### src/rtl/nibble_serial_cla_subtractor.sv
// Multi-cycle subtractor: diff = a - b - bin, one 4-bit CLA slice per clock.
// start/busy/done handshake; results hold until the next completion.
module nibble_serial_cla_subtractor #(
  parameter int WIDTH = 16
) (
  input  logic             clk,
  input  logic             rst,
  input  logic             start,
  input  logic [WIDTH-1:0] a,
  input  logic [WIDTH-1:0] b,
  input  logic             bin,
  output logic             busy,
  output logic             done,
  output logic [WIDTH-1:0] diff,
  output logic             bout,
  output logic             ovf
);

  localparam int N  = WIDTH / 4;
  localparam int KW = (N > 1) ? $clog2(N) : 1;

  typedef enum logic [1:0] {
    IDLE = 2'd0,
    RUN  = 2'd1,
    DONE = 2'd2
  } state_t;

  state_t state, state_nx;

  logic [WIDTH-1:0] a_q;
  logic [WIDTH-1:0] b_q;
  logic [WIDTH-1:0] res_q;
  logic [WIDTH-1:0] res_nx;
  logic [WIDTH-1:0] diff_q;
  logic             carry_q;
  logic             bout_q;
  logic             ovf_q;
  logic [KW-1:0]    k_q;

  logic             accept;
  logic             last;
  logic [3:0]       sa;
  logic [3:0]       sb;
  logic [3:0]       p;
  logic [3:0]       g;
  logic [3:0]       c;
  logic [3:0]       sum;

  // Subtraction as a + ~b + carry, carry-in of the first slice is ~bin.
  assign sa = a_q[3:0];
  assign sb = ~b_q[3:0];
  assign p  = sa ^ sb;
  assign g  = sa & sb;

  assign c[0] = g[0]
              | (p[0] & carry_q);
  assign c[1] = g[1]
              | (p[1] & g[0])
              | (p[1] & p[0] & carry_q);
  assign c[2] = g[2]
              | (p[2] & g[1])
              | (p[2] & p[1] & g[0])
              | (p[2] & p[1] & p[0] & carry_q);
  assign c[3] = g[3]
              | (p[3] & g[2])
              | (p[3] & p[2] & g[1])
              | (p[3] & p[2] & p[1] & g[0])
              | (p[3] & p[2] & p[1] & p[0] & carry_q);

  assign sum = p ^ {c[2:0], carry_q};

  // New slice enters at the top; after N slices the LSB slice sits at bit 0.
  assign res_nx = (res_q >> 4)
                | (WIDTH'(sum) << (WIDTH - 4));

  assign last   = (k_q == KW'(N - 1));
  assign accept = start & (state != RUN);

  assign busy = (state == RUN);
  assign done = (state == DONE);
  assign diff = diff_q;
  assign bout = bout_q;
  assign ovf  = ovf_q;

  always_comb begin
    state_nx = state;
    unique case (state)
      IDLE: if (start) state_nx = RUN;
      RUN:  if (last) state_nx = DONE;
      DONE: state_nx = start ? RUN : IDLE;
      default: state_nx = IDLE;
    endcase
  end

  always_ff @(posedge clk or posedge rst) begin
    if (rst) begin
      state <= IDLE;
    end else begin
      state <= state_nx;
    end
  end

  always_ff @(posedge clk or posedge rst) begin
    if (rst) begin
      a_q     <= '0;
      b_q     <= '0;
      res_q   <= '0;
      diff_q  <= '0;
      carry_q <= 1'b0;
      bout_q  <= 1'b0;
      ovf_q   <= 1'b0;
      k_q     <= '0;
    end else if (accept) begin
      a_q     <= a;
      b_q     <= b;
      carry_q <= ~bin;
      k_q     <= '0;
    end else if (state == RUN) begin
      a_q     <= a_q >> 4;
      b_q     <= b_q >> 4;
      carry_q <= c[3];
      k_q     <= k_q + KW'(1);
      res_q   <= res_nx;
      // On the last slice a_q/b_q bit 3 are the operand sign bits.
      if (last) begin
        diff_q <= res_nx;
        bout_q <= ~c[3];
        ovf_q  <= (a_q[3] ^ b_q[3])
                & (sum[3] ^ a_q[3]);
      end
    end
  end

endmodule

### config.mk
export PLATFORM = sky130hd
export DESIGN_NAME = nibble_serial_cla_subtractor
export DESIGN_NICKNAME = d
export VERILOG_FILES = /design/src/rtl/nibble_serial_cla_subtractor.sv
export SDC_FILE = /design/constraint.sdc
export NUM_CORES = 1
export LEC_CHECK = 0
export CORE_ASPECT_RATIO = 0.5
export CORE_MARGIN = 5
export CORE_UTILIZATION = 52
export CTS_CLUSTER_DIAMETER = 30
export CTS_CLUSTER_SIZE = 8
export DETAILED_ROUTE_END_ITERATION = 12
export GPL_TIMING_DRIVEN = 1
export PLACE_DENSITY_LB_ADDON = 0.3
export SLEW_MARGIN = 20
export SYNTH_ARGS = -nofsm -noshare
export SYNTH_HDL_FRONTEND = slang
export SYNTH_SLANG_ARGS = --single-unit
### constraint.sdc
create_clock -name clk -period 2.3 [get_ports clk]
set_input_delay 0.345 -clock clk [delete_from_list [all_inputs] [get_ports clk]]
set_output_delay 0.345 -clock clk [all_outputs]
set_load 0.005 [all_outputs]
==> metrics <==
Tot Pwr 0.00531 W; static leakage 1.84 nW; Clk pin slew, worst setup/hold paths 50 ps; Root Driver clkbuf_16; Clock power frac 23.5%; setup violators final 0; CTS Sinks 67; share of cells above drive strength 1 11.4%; Hold Path Class in -> async; CP endpoint kind output port; worst path required time 1960 ps; Main synth FF type dfrtp_1; gpl congestion 0.779; largest net degree at the start of global routing 68; initial antenna violation count 0; critical path type reg -> out; number of setup buffers added after CTS 0; Post-Synthesis Cells 274; Initial Utilization 54.3%; maximum vdd drop 0.780 mV; cts bufs inserted 9; asr flop ratio synth 100%; most frequent cells after synthesis dfrtp_1 (67), nand2_1 (58), mux2i_1 (37), o21ai_0 (27); Worst Skew 2.11 ps; TritonCTS clock tree built; WP data arrival 1650 ps; post-synth top area share 55.6%; Seq/Total Area, Yosys 55.6%; count leader, synth dfrtp_1; Rows 19; die height 63.9 um; Max Fclk 0.502 GHz; iteration count of the initial detailed-routing pass 4; RSZ-0062 raised after global routing false; net switching fraction of the power 34.6%; mean post-synth cell area 11.0 um2; register bit total from synthesis 67; PD cells 1370 mW/mm2; max-slew violations 0; Comb power frac 38.6%; final cell count without fillers 406; vias in the first global route 2185; Max-Cap Viols 0; NetSw 0.00184 W; sequential share of power 37.9%; P_int 0.00347 W; EDFF count, synth 0; ANT cells 0; top area cells in the synthesized netlist dfrtp_1 (56%), mux2i_1 (12%), nand2_1 (7.2%); post-synth top area cell dfrtp_1; Cell Area, Placed 0.00361 mm2; FILL cells 434; Routed Antenna Nets 0; drt initial violations 143; # H-tree levels 3; P&R area growth vs syn 28.9%; Crit Path Max Fanout 15; Worst Tran Pin Value 501 ps; TNS Setup 0 ps; All-Layer GR Usage 17.7%; hold_buf cts 0; port bufs 55; detailed placement HPWL 4070 um; CTS resizes 0; synth unique cells 34; synthesized area 0.00302 mm2; grt ovf 0; wire per inst 14.9 um; Syn. warnings 0; placed insts 390; DRC violations left 0; total wire length 6070 um; Clock Tree Buf Depth 2; Final Instance Area 0.00389 mm2; die area 0.00752 mm2; fin crit period 1990 ps; Slew HR 66.5%; startpoint types flip-flop; vias 2117; num ports 56; Die Span X 118 um; clk_lat worst skew 320 ps; core area 0.00556 mm2; first-pass GRT wire length 10800 um; Hold Vio Cnt, Final 0; status complete, no violations; fraction of the cycle the final worst path needs 86.5%; syn_nets 316; nets 370; Vias/cell 5.21
-- kinds of logic after synthesis --
kind of cell             count (synthesis)  synth area share (%)
AO/OA/AOI/OAI                           40                  8.46
buffers and inverters                   26                  4.10
adder cells (fa/ha/maj)                  6                  2.74
XOR/XNOR                                 1                 0.290
multiplexers                            50                  17.1
AND/OR/NAND/NOR                         84                  11.7
flip-flops                              67                  55.6
-- worst paths after layout --
path                       startpoint        to  slack, ps  cells past startpoint
max                          state[1]      busy        310                      3
min                               rst  diff[12]        420                      3
min in group clk             res_q[5]  res_q[5]        470                      2
max in group asynchronous         rst   b_q[12]       1610                      3
max reg2reg                    k_q[0]   diff[2]        440                      4
min reg2reg                  res_q[5]  res_q[5]        470                      2
-- state kept, by name (all words and copies together), names as in the netlist --
signal and flops:
bout 1, res_q 12, carry_q 1, state 2, k_q 2, a_q 16, diff 16, ovf 1
b_q 16
-- critical path, cell delays in order, from the launching register on --
cell and delay [ps]:
dfrtp_1 370, nand2b_1 170, inv_2 230, clkdlybuf4s50_1 560
-- through the flow --
step	setup slack [ps]	utilization, %	hold WS [ps]
after global routing	184	69.9	449
after floorplan	272	-	442
after CTS	275	69.9	435
after detailed placement	464	65.0	462
after global placement	559	65.0	462
final	309	69.9	424
-- routing by layer --
| layer | up-vias | part of all wire [%] | global-route usage, % |
|---|---|---|---|
| met5 | - | 0 | 0 |
| met4 | 0 | 1.2 | 5.58 |
| met3 | 9 | 4.4 | 6.61 |
| met2 | 45 | 48 | 28.2 |
| met1 | 1014 | 46 | 22.8 |
| li1 | 1049 | - | - |
-- cell usage in the layout (no fill, tap or decap), types with 2 or more instances in the layout --
| master | n |
|---|---|
| or4_1 | 2 |
| mux2_2 | 13 |
| clkdlybuf4s50_1 | 54 |
| o31ai_1 | 2 |
| o21ai_0 | 27 |
| nand3_1 | 3 |
| nor2_1 | 13 |
| inv_2 | 2 |
| mux2i_1 | 37 |
| ha_1 | 5 |
| clkinv_2 | 2 |
| dfrtp_1 | 67 |
| nor2b_1 | 3 |
| clkbuf_8 | 2 |
| nand2_1 | 58 |
| nor3b_1 | 2 |
| clkbuf_1 | 3 |
| o2111ai_1 | 2 |
| buf_4 | 4 |
| inv_1 | 7 |
| clkbuf_16 | 9 |
-- power by group through the flow --
stage	combinational [W]	clock [W]	sequential, W
floorplan	0.00140	0	0.00196
global placement	0.00197	0	0.00201
detailed placement	0.00205	0	0.00204
global route	0.00232	0.00133	0.00208
CTS	0.00208	0.00127	0.00202
finish	0.00205	0.00125	0.00201
-- layout make-up --
cell class,count,area [um2],share of cell area (%)
tap,73,91.3,2.35
inverter,9,33.8,0.869
sequential,67,1680,43.1
clock inverter,2,10.0,0.257
clock buffer,14,264,6.79
timing repair buffer,60,596,15.3
multi-input combinational,181,1220,31.3
Power figures use the tool's default switching activity.
